==> src/rtl/alu_share_arbiter.sv <==
// Round-robin sharing of one external combinational ALU between two requesters, with a one-entry
// response buffer. Defining ALU_ARB_OPCHECK_EN zeroes results of opcodes above MAX_OP and adds rsp_err.
module alu_share_arbiter #(
    parameter int              DATA_W = 32,
    parameter int              OP_W   = 5,
    parameter logic [OP_W-1:0] MAX_OP = 5'b01010
) (
    input  logic              clk,
    input  logic              rst,
    input  logic              r0_req_valid,
    output logic              r0_req_ready,
    input  logic [OP_W-1:0]   r0_req_op,
    input  logic [DATA_W-1:0] r0_req_a,
    input  logic [DATA_W-1:0] r0_req_b,
    output logic              r0_rsp_valid,
    input  logic              r0_rsp_ready,
    input  logic              r1_req_valid,
    output logic              r1_req_ready,
    input  logic [OP_W-1:0]   r1_req_op,
    input  logic [DATA_W-1:0] r1_req_a,
    input  logic [DATA_W-1:0] r1_req_b,
    output logic              r1_rsp_valid,
    input  logic              r1_rsp_ready,
    output logic [DATA_W-1:0] rsp_data,
    output logic [OP_W-1:0]   alu_op,
    output logic [DATA_W-1:0] alu_a,
    output logic [DATA_W-1:0] alu_b,
`ifdef ALU_ARB_OPCHECK_EN
    output logic              rsp_err,
`endif
    input  logic [DATA_W-1:0] alu_result
);

    logic [1:0]        req_valid;
    logic [1:0]        req_ready;
    logic [1:0]        rsp_valid;
    logic [1:0]        rsp_ready;
    logic [OP_W-1:0]   req_op [2];
    logic [DATA_W-1:0] req_a  [2];
    logic [DATA_W-1:0] req_b  [2];

    logic              pend_reg,  pend_next;
    logic              owner_reg, owner_next;
    logic              prio_reg,  prio_next;
    logic [DATA_W-1:0] rsp_reg,   rsp_next;
`ifdef ALU_ARB_OPCHECK_EN
    logic              err_reg,   err_next;
`endif

    logic grant_valid;
    logic grant_idx;
    logic drain;
    logic can_accept;
    logic accept;

    assign req_valid = {r1_req_valid, r0_req_valid};
    assign rsp_ready = {r1_rsp_ready, r0_rsp_ready};
    assign req_op[0] = r0_req_op;
    assign req_op[1] = r1_req_op;
    assign req_a[0]  = r0_req_a;
    assign req_a[1]  = r1_req_a;
    assign req_b[0]  = r0_req_b;
    assign req_b[1]  = r1_req_b;

    // Tie goes to prio; a lone requester wins regardless of prio.
    always_comb begin
        grant_valid = |req_valid;
        grant_idx   = (&req_valid) ? prio_reg : req_valid[1];
    end

    // The buffer can be refilled in the same cycle its owner drains it.
    assign drain      = pend_reg && rsp_ready[owner_reg];
    assign can_accept = !pend_reg || drain;
    assign accept     = can_accept && grant_valid;

    always_comb begin
        alu_op = '0;
        alu_a  = '0;
        alu_b  = '0;
        if (grant_valid) begin
            alu_op = req_op[grant_idx];
            alu_a  = req_a[grant_idx];
            alu_b  = req_b[grant_idx];
        end
    end

    always_ff @(posedge clk or posedge rst) begin
        if (rst) begin
            pend_reg  <= 1'b0;
            owner_reg <= 1'b0;
            prio_reg  <= 1'b0;
            rsp_reg   <= '0;
`ifdef ALU_ARB_OPCHECK_EN
            err_reg   <= 1'b0;
`endif
        end else begin
            pend_reg  <= pend_next;
            owner_reg <= owner_next;
            prio_reg  <= prio_next;
            rsp_reg   <= rsp_next;
`ifdef ALU_ARB_OPCHECK_EN
            err_reg   <= err_next;
`endif
        end
    end

    always_comb begin
        pend_next  = pend_reg;
        owner_next = owner_reg;
        prio_next  = prio_reg;
        rsp_next   = rsp_reg;
`ifdef ALU_ARB_OPCHECK_EN
        err_next   = err_reg;
`endif
        if (accept) begin
            pend_next  = 1'b1;
            owner_next = grant_idx;
            prio_next  = ~grant_idx;
            rsp_next   = alu_result;
`ifdef ALU_ARB_OPCHECK_EN
            // alu_op already carries the granted opcode.
            err_next   = (alu_op > MAX_OP);
            if (alu_op > MAX_OP) begin
                rsp_next = '0;
            end
`endif
        end else if (drain) begin
            pend_next = 1'b0;
        end
    end

    for (genvar gi = 0; gi < 2; gi++) begin : g_port
        assign req_ready[gi] = accept && (grant_idx == 1'(gi));
        assign rsp_valid[gi] = pend_reg && (owner_reg == 1'(gi));
    end

    assign r0_req_ready = req_ready[0];
    assign r1_req_ready = req_ready[1];
    assign r0_rsp_valid = rsp_valid[0];
    assign r1_rsp_valid = rsp_valid[1];
    assign rsp_data     = rsp_reg;
`ifdef ALU_ARB_OPCHECK_EN
    assign rsp_err      = pend_reg && err_reg;
`endif

endmodule
==> config.mk <==
export PLATFORM = sky130hd
export DESIGN_NAME = alu_share_arbiter
export DESIGN_NICKNAME = d
export VERILOG_FILES = /design/src/rtl/alu_share_arbiter.sv
export SDC_FILE = /design/constraint.sdc
export NUM_CORES = 1
export LEC_CHECK = 0
export BUFFER_PORTS_ARGS = -buffer_cell sky130_fd_sc_hd__buf_2
export CAP_MARGIN = 25
export CELL_PAD_IN_SITES_DETAIL_PLACEMENT = 1
export CELL_PAD_IN_SITES_GLOBAL_PLACEMENT = 2
export CORE_AREA = 2 2 149 107
export CTS_CLUSTER_SIZE = 24
export DETAILED_ROUTE_END_ITERATION = 12
export DIE_AREA = 0 0 151 109
export PLACE_DENSITY = 0.87
export SETUP_SLACK_MARGIN = 0.05
export SLEW_MARGIN = 20
export SYNTH_ARGS = -nofsm -noshare
export SYNTH_HDL_FRONTEND = slang
export SYNTH_SLANG_ARGS = --single-unit
==> constraint.sdc <==
create_clock -name clk -period 4 [get_ports clk]
set_clock_uncertainty 0.05 [all_clocks]
set_input_delay 0.4 -clock clk [delete_from_list [all_inputs] [get_ports clk]]
set_output_delay 0.4 -clock clk [all_outputs]
set_load 0.01 [all_outputs]
==> results of run 1 <==
## through the flow
stage | cells | total power [mW]
after CTS | 788 | 1.86
final | 788 | 1.83
after global placement | 779 | 1.37
after global routing | 788 | 1.96
after detailed placement | 780 | 1.41
after floorplan | 329 | 1.05
## power breakdown
group          leakage, nW  switching [mW]  internal [mW]  total [mW]
clock               0.0838           0.142          0.293       0.436
sequential           0.407          0.0683          0.449       0.518
combinational         1.84           0.465          0.414       0.879
## cells in the mapped netlist
| master | n | area [um2] |
|---|---|---|
| a21oi_4 | 1 | 16.3 |
| a221oi_1 | 1 | 8.76 |
| a31oi_1 | 2 | 12.5 |
| and2_1 | 1 | 6.26 |
| and2_2 | 2 | 15.0 |
| and2b_2 | 1 | 8.76 |
| buf_2 | 2 | 10.0 |
| buf_4 | 1 | 7.51 |
| buf_6 | 12 | 135 |
| clkbuf_1 | 20 | 75.1 |
| dfrtp_1 | 35 | 876 |
| inv_1 | 2 | 7.51 |
| mux2_2 | 2 | 22.5 |
| mux2_4 | 30 | 450 |
| mux2i_1 | 1 | 10.0 |
| nand2_1 | 69 | 259 |
| nand2b_1 | 2 | 12.5 |
| nand3_1 | 69 | 345 |
| nor2_1 | 2 | 7.51 |
| nor2b_1 | 2 | 12.5 |
| nor3_1 | 1 | 5.00 |
| o21ai_0 | 61 | 305 |
| o21ai_1 | 9 | 45.0 |
| or2b_1 | 1 | 7.51 |
## layout make-up
class | count | area share, %
multi-input combinational | 257 | 36.0
clock inverter | 3 | 1.01
inverter | 2 | 0.174
sequential | 35 | 20.3
clock buffer | 5 | 2.90
timing repair buffer | 286 | 33.8
tap | 200 | 5.80
## worst max-delay path, delay by kind of cell (launching register included)
kind | cells | cell delay, ns
buffers and inverters | 2 | 0.80
AOI/OAI and AO/OA | 1 | 0.14
and+or+nand+nor | 2 | 0.30
DFF | 1 | 0.42
## worst max path at each step
stage | end | startpoint | depth (start not counted) | slack [ns]
detailed placement | rsp_data[21] | r1_req_valid | 6 | 1.38
global route | alu_a[25] | prio_reg | 5 | 1.36
CTS | alu_a[25] | prio_reg | 5 | 1.49
global placement | rsp_data[21] | r1_req_valid | 6 | 1.50
floorplan | r0_req_ready | r0_req_valid | 7 | 2.14
finish | alu_a[25] | prio_reg | 5 | 1.58
## cell families (layout without fill, tap and decap cells)
| logic type | Yosys count | in the layout | synth area share (%) |
|---|---|---|---|
| multiplexers | 33 | 33 | 18.1 |
| AO/OA/AOI/OAI | 74 | 74 | 14.6 |
| AND/OR/NAND/NOR | 150 | 150 | 25.5 |
| buffers and inverters | 37 | 296 | 8.84 |
| flip-flops | 35 | 35 | 32.9 |
## per-layer routing
metal	wire length (um)	part of all wire, %	vias to the layer above	global-route usage (%)
met5	0	0	-	0
met4	132	1.1	0	2.87
met3	765	6.4	13	2.72
met2	6010	50	146	24.0
met1	5000	42	1590	16.8
li1	-	-	1657	-
==> results.txt, run 1 <==
layout cells sized above 1 = 56.5%
r2r endpoint = rsp_data[21]
Reg2Reg Depth = 4
status = finished clean
Starting Density = 17.6%
Worst Path Required = 3.55 ns
Via density = 4.32
sequential cell area = 876 um2
clk sinks = 35
HP Class = input port to asynchronous set/reset pin
final antenna-violating net count = 0
first-pass GRT wire length = 17900 um
CTS root buf = clkbuf_16
most common cell after layout, fill and taps aside = buf_2
Die H = 109 um
H-tree depth = 2
mapped cell area = 2660 um2
Hold-fix buffers, CTS = 0
placed cell areas = 4150 um2
Pwr per Cell Area = 425 nW/um2
post-CTS setup buffers = 0
largest net degree at the start of global routing = 74
CP Capture Type = output pin
CORE AREA = 15100 um2
Via Count = 3406
type of origin of the critical path = flop
Util after Layout = 28.5%
syn nets = 505
crit path cell chain = nand2b_2, buf_4, nand3_1, o21ai_0, buf_2
Final #Nets = 763
fillcell total = 1943
grt ovf = 0
CP max stage cell = buf_4
dpl hpwl = 9170 um
maxcap violations = 0
Syn-to-layout area delta = 62.2%
I/O pins = 281
Mapped Cells = 329
TritonCTS clock tree = built
Place WS = 1.38 ns
final worst path period need = 2.42 ns
Pleak = 2.33 nW
design area = 4320 um2
final worst slack = 1.58 ns
Hold Fails Final Rpt = 0
Post-Route WL = 11900 um
crit-path max FO = 72
f_max = 413 MHz
vias in the first global route = 3510
antenna fix cells = 0
initial antenna violation count = 0
overall routing resource usage = 13.4%
Multi-input gate area = 1550 um2
Clock transition at path regs = 0.05 ns
Crit Path Class = flop to output pin
yosys warns = 0
commonest non-fill, non-tap cells in the layout = buf_2, nand2_1, nand3_1
Starting DRT DRC Count = 149
Slew @ Worst Pin = 0.771 ns
WP data arrival = 1.97 ns
die width = 151 um
flops & latches, synth = 35
Clock Tree Buf Depth = 2
DRC viols = 0
RR Startpoint = owner_reg
max FFs per register = 32
TNS Setup = 0 ns
CTS buffer count = 5
Yosys cell types = 24
Std-Cell Rows = 38
Worst VDD drop = 0.173 mV
RePlAce Congestion = 0.775
syn avg cell area = 8.09 um2
Final period util = 60.5%
Clk Latency, worst-skew pair = 0.27 ns
final setup fails = 0
CTS resizes = 0
DR pass1 iterations = 4
Worst slew margin = 48.6%
PortBufs = 280
area of the die = 16500 um2
Slew Viols, Final = 0
slowest stage delay, CP = 0.61 ns
R2R setup slack = 2.13 ns
RSZ-0062 raised after global routing = no
drt wl/cell = 15.1 um
Fin Hold WS = 0.162 ns
sequential area share after synthesis = 32.9%
(Power assumes the default switching activity.)
==> run 2: changes to the inputs <==
--- a/config.mk
+++ b/config.mk
@@ -5,15 +5,16 @@
 export SDC_FILE = /design/constraint.sdc
 export NUM_CORES = 1
 export LEC_CHECK = 0
+export ABC_AREA = 1
 export BUFFER_PORTS_ARGS = -buffer_cell sky130_fd_sc_hd__buf_2
 export CAP_MARGIN = 25
 export CELL_PAD_IN_SITES_DETAIL_PLACEMENT = 1
 export CELL_PAD_IN_SITES_GLOBAL_PLACEMENT = 2
-export CORE_AREA = 2 2 149 107
+export CORE_AREA = 2 2 173 124
 export CTS_CLUSTER_SIZE = 24
 export DETAILED_ROUTE_END_ITERATION = 12
-export DIE_AREA = 0 0 151 109
-export PLACE_DENSITY = 0.87
+export DIE_AREA = 0 0 175 126
+export PLACE_DENSITY = 0.73
 export SETUP_SLACK_MARGIN = 0.05
 export SLEW_MARGIN = 20
 export SYNTH_ARGS = -nofsm -noshare
==> constraint.sdc (replaced) <==
create_clock -name clk -period 2.1 [get_ports clk]
set_clock_uncertainty 0.05 [all_clocks]
set_input_delay 0.21 -clock clk [delete_from_list [all_inputs] [get_ports clk]]
set_output_delay 0.21 -clock clk [all_outputs]
set_load 0.01 [all_outputs]
==> run 2 against run 1 <==
The run now ends with hold timing left; combinational power rose by 140%; count of clock-buffer cells in the layout rose by 1; die area rose by 34%; largest power group unchanged; via count rose by 4.6%; sequential power rose by 130%; synthesized area fell by 9.4%; power rose by 120%.
==> results.txt, run 2 <==
status = complete, but fails checks
failing checks = hold timing
Final #Nets = 839
Net Sw Power = 1.76 mW
post-CTS setup buffers = 0
Hold Fails Final Rpt = 19
Finished Layout Cells = 938
flops & latches, synth = 35
type of origin of the critical path = flop
antenna fix cells = 0
Worst slew margin = 68.6%
Clk Latency, worst-skew pair = 0.27 ns
CTS resizes = 0
RSZ-0062 raised after global routing = no
Clock transition at path regs = 0.05 ns
Slew Viols, Final = 0
crit-path max FO = 25
area leader, netlist = dfrtp_1
syn nets = 573
layout cells sized above 1 = 45.5%
Hold-fix buffers, CTS = 0
largest net degree at the start of global routing = 70
Worst Path Required = 1.84 ns
sequential area share after synthesis = 36.3%
EDFF count, synth = 0
Crit Path Class = flop to output pin
most common cell after layout, fill and taps aside = buf_2
TritonCTS clock tree = built
Worst VDD drop = 0.312 mV
initial antenna violation count = 0
Starting Density = 11.8%
Placed Cells = 932
final worst path period need = 1.84 ns
overall routing resource usage = 10.8%
most common library cells after synthesis = nand2_1, nand3_1, dfrtp_1
syn avg cell area = 6.07 um2
Tot Pwr = 4.04 mW
final worst slack = 0.261 ns
placed cell areas = 4150 um2
HP Class = input port to asynchronous set/reset pin
design area = 4280 um2
clock share of power = 16.9%
Clock Tree Buf Depth = 2
Final period util = 87.6%
Mapped Cells = 397
TNS Setup = 0 ns
clk sinks = 35
WP data arrival = 1.58 ns
Yosys cell types = 12
Die H = 126 um
Synth area leaders = dfrtp_1, nand2_1, nand3_1
maxcap violations = 0
area of the die = 22100 um2
Starting DRT DRC Count = 121
Post-Route WL = 12400 um
Pwr per Cell Area = 944 nW/um2
PortBufs = 280
RePlAce Congestion = 0.747
Synth async-reset ratio = 100%
CP Capture Type = output pin
grt ovf = 0
CORE AREA = 20400 um2
DR pass1 iterations = 4
Syn-to-layout area delta = 77.4%
f_max = 544 MHz
Top FF cell, synth = dfrtp_1
Pleak = 2.69 nW
DRC viols = 0
die width = 175 um
Via Count = 3561
P_int = 2.28 mW
Fin Hold WS = -0.00620 ns
sw frac = 43.5%
top cell type's share of synthesized area = 36.3%
mapped cell area = 2410 um2
Via density = 3.80
drt wl/cell = 13.2 um
Std-Cell Rows = 44
max FFs per register = 32
top-count cell post-synth = nand2_1
Reg2Reg Depth = 6
final antenna-violating net count = 0
yosys warns = 0
CTS buffer count = 5
vias in the first global route = 3676
sequential power share = 30.0%
first-pass GRT wire length = 19300 um
Slew @ Worst Pin = 0.471 ns
Comb power frac = 53.1%
final setup fails = 0
CTS root buf = clkbuf_16
dpl hpwl = 9740 um
H-tree depth = 2
I/O pins = 281
Util after Layout = 20.9%
commonest non-fill, non-tap cells in the layout = buf_2, nand2_1, nand3_1
Place WS = 0.538 ns
## run 2: per-layer routing
layer / up-vias / global-route usage (%) / share of wire (%)
li1: 1790 / - / -
met1: 1647 / 13.9 / 44
met2: 116 / 18.6 / 49
met3: 8 / 2.54 / 6.5
met4: 0 / 1.62 / 0.83
met5: - / 0 / 0
## run 2: cells by family after synthesis
| group | after synthesis | share of synthesized area (%) |
|---|---|---|
| and+or+nand+nor | 319 | 55.7 |
| buffers and inverters | 42 | 7.63 |
| DFF | 35 | 36.3 |
| AOI/OAI and AO/OA | 1 | 0.363 |
## run 2: layout make-up
cell class	count	area (um2)
Timing Repair Buffer	290	1530
Multi-Input combinational cell	320	1360
Inverter	11	41.3
Sequential cell	35	876
Tap cell	276	345
Clock buffer	6	129
Fill cell	2628	16100
## run 2: power by group through the flow
stage / combinational [mW] / clock [mW] / sequential [mW]
floorplan: 0.975 / 0 / 1.36
global placement: 2.19 / 0 / 1.21
detailed placement: 2.20 / 0 / 1.22
CTS: 2.20 / 0.710 / 1.22
global route: 2.41 / 0.742 / 1.27
finish: 2.14 / 0.681 / 1.21
## run 2: worst paths after layout
path                                 from      endpoint  slack (ns)
setup / recovery                 prio_reg     alu_b[28]        0.26
hold / removal                        rst  rsp_data[27]      -0.006
setup reg to reg                owner_reg  rsp_data[18]        0.75
hold reg to reg              rsp_data[19]  rsp_data[19]        0.42
max in group asynchronous             rst  rsp_data[22]        1.67
min in group clk           alu_result[23]  rsp_data[23]        0.12
## run 2: worst max-delay path, cell delays in order (launching register included)
cell,delay (ns)
dfrtp_1,0.40
o21ai_4,0.28
inv_2,0.09
buf_4,0.23
nand2_1,0.09
nand2_1,0.05
buf_2,0.13
==> run 3: changes to the inputs <==
==> constraint.sdc (replaced) <==
create_clock -name clk -period 2.1 [get_ports clk]
set_clock_uncertainty 0.05 [all_clocks]
set_input_delay 0.315 -clock clk [delete_from_list [all_inputs] [get_ports clk]]
set_output_delay 0.315 -clock clk [all_outputs]
set_load 0.01 [all_outputs]
==> run 3 against run 2 <==
The run now ends clean; via count is 0.81% higher; final cell count up 0.11%; first-iteration DRC count fell by 12%; highest routed layer unchanged.
==> results.txt, run 3 (synthesis results as in run 2) <==
Fin Hold WS = 0.0854 ns
TritonCTS clock tree = built
design area = 4290 um2
most common cell after layout, fill and taps aside = buf_2
final setup fails = 0
vias in the first global route = 3589
area of the die = 22100 um2
Std-Cell Rows = 44
commonest non-fill, non-tap cells in the layout = buf_2, nand2_1, nand3_1
TNS Setup = 0 ns
largest net degree at the start of global routing = 70
Die H = 126 um
RSZ-0062 raised after global routing = yes
Worst Path Required = 1.74 ns
fillcell total = 2613
RR Startpoint = owner_reg
Starting DRT DRC Count = 107
cell class contributing the biggest share of worst-path delay = buffers and inverters
CTS buffer count = 5
Crit path buffers/inverters = 3
max FFs per register = 32
first-pass GRT wire length = 19100 um
WP data arrival = 1.58 ns
DR pass1 iterations = 4
slowest stage delay, CP = 0.42 ns
Reg2Reg Depth = 6
DRC viols = 0
Hold Fails Final Rpt = 0
CORE AREA = 20400 um2
clk sinks = 35
CP Capture Type = output pin
placed cell areas = 4130 um2
type of origin of the critical path = flop
Via density = 3.82
Syn-to-layout area delta = 77.9%
Slew Viols, Final = 0
Clock Tree Buf Depth = 2
Final #Nets = 838
layout cells sized above 1 = 45.7%
Slew @ Worst Pin = 0.468 ns
Via Count = 3590
HP Class = input port to asynchronous set/reset pin
Post-Route WL = 12500 um
Tot Pwr = 4.07 mW
dpl hpwl = 9820 um
f_max = 513 MHz
RePlAce Congestion = 0.748
Starting Density = 11.8%
Clock transition at path regs = 0.06 ns
Crit Path Class = flop to output pin
Placed Cells = 931
final worst path period need = 1.95 ns
I/O pins = 281
crit path cell chain = o21ai_4, buf_6, nand3_1, inv_1, buf_2
R2R setup slack = 0.70 ns
Worst VDD drop = 0.327 mV
Worst Setup SP = prio_reg
Pleak = 2.69 nW
Pwr per Cell Area = 949 nW/um2
final antenna-violating net count = 0
Final period util = 92.9%
Worst slew margin = 68.8%
overall routing resource usage = 10.7%
Finished Layout Cells = 939
status = finished clean
antenna fix cells = 0
crit-path max FO = 31
CTS root buf = clkbuf_16
drt wl/cell = 13.3 um
maxcap violations = 0
PortBufs = 280
H-tree depth = 2
r2r endpoint = rsp_data[1]
Clk Latency, worst-skew pair = 0.28 ns
initial antenna violation count = 0
die width = 175 um
grt ovf = 0
CP max stage cell = dfrtp_1
[run 3: worst max-delay path by stage]
stage / end / slack, ns / cells after the start
2_1_floorplan: alu_a[25] / 0.61 / 5
3_3_place_gp: alu_a[12] / 0.32 / 8
3_5_place_dp: alu_b[31] / 0.33 / 7
4_1_cts: alu_b[31] / 0.05 / 5
5_1_grt: r0_req_ready / 0.04 / 5
6_report: r0_req_ready / 0.15 / 5
[run 3: timing repair]
item                                   4_1_cts  5_1_grt
resized for setup                            0        6
setup endpoints to repair                    0       51
endpoints found under the hold margin        0        0
hold buffers                                 0        0
buffers inserted                             0        0
[run 3: per-stage QoR]
step / setup WS [ns] / util [%]
finish: 0.150 / 21.0
global route: 0.0427 / 21.0
CTS: 0.0549 / 20.9
detailed placement: 0.332 / 20.2
global placement: 0.320 / 20.2
floorplan: 0.609 / -
[run 3: cell type report]
| type | count | area (um2) | share of cell area [%] |
|---|---|---|---|
| flip-flops and latches | 35 | 876 | 20.4 |
| well taps | 276 | 345 | 8.05 |
| clock inverters | 3 | 15.0 | 0.350 |
| multi-input cells | 320 | 1370 | 31.9 |
| inverters | 11 | 43.8 | 1.02 |
| repair buffers | 289 | 1520 | 35.4 |
| clock buffers | 5 | 125 | 2.92 |
[run 3: tightest hold or removal path, delay by kind of cell]
family	cells	cell delay [ns]
buffers and inverters	3	0.54
[run 3: where the power goes]
group	switching, mW	internal, mW
Combinational	1.30	0.831
Sequential	0.210	1.01
Clock	0.287	0.433
[run 3: routing by layer]
layer  share of wire, %  track usage [%]  vias to the layer above
met1                 45             13.9                     1666
met4               0.83             1.72                        0
met5                  0                0                        -
li1                   -                -                     1792
met3                6.3             2.39                       11
met2                 48             18.4                      121
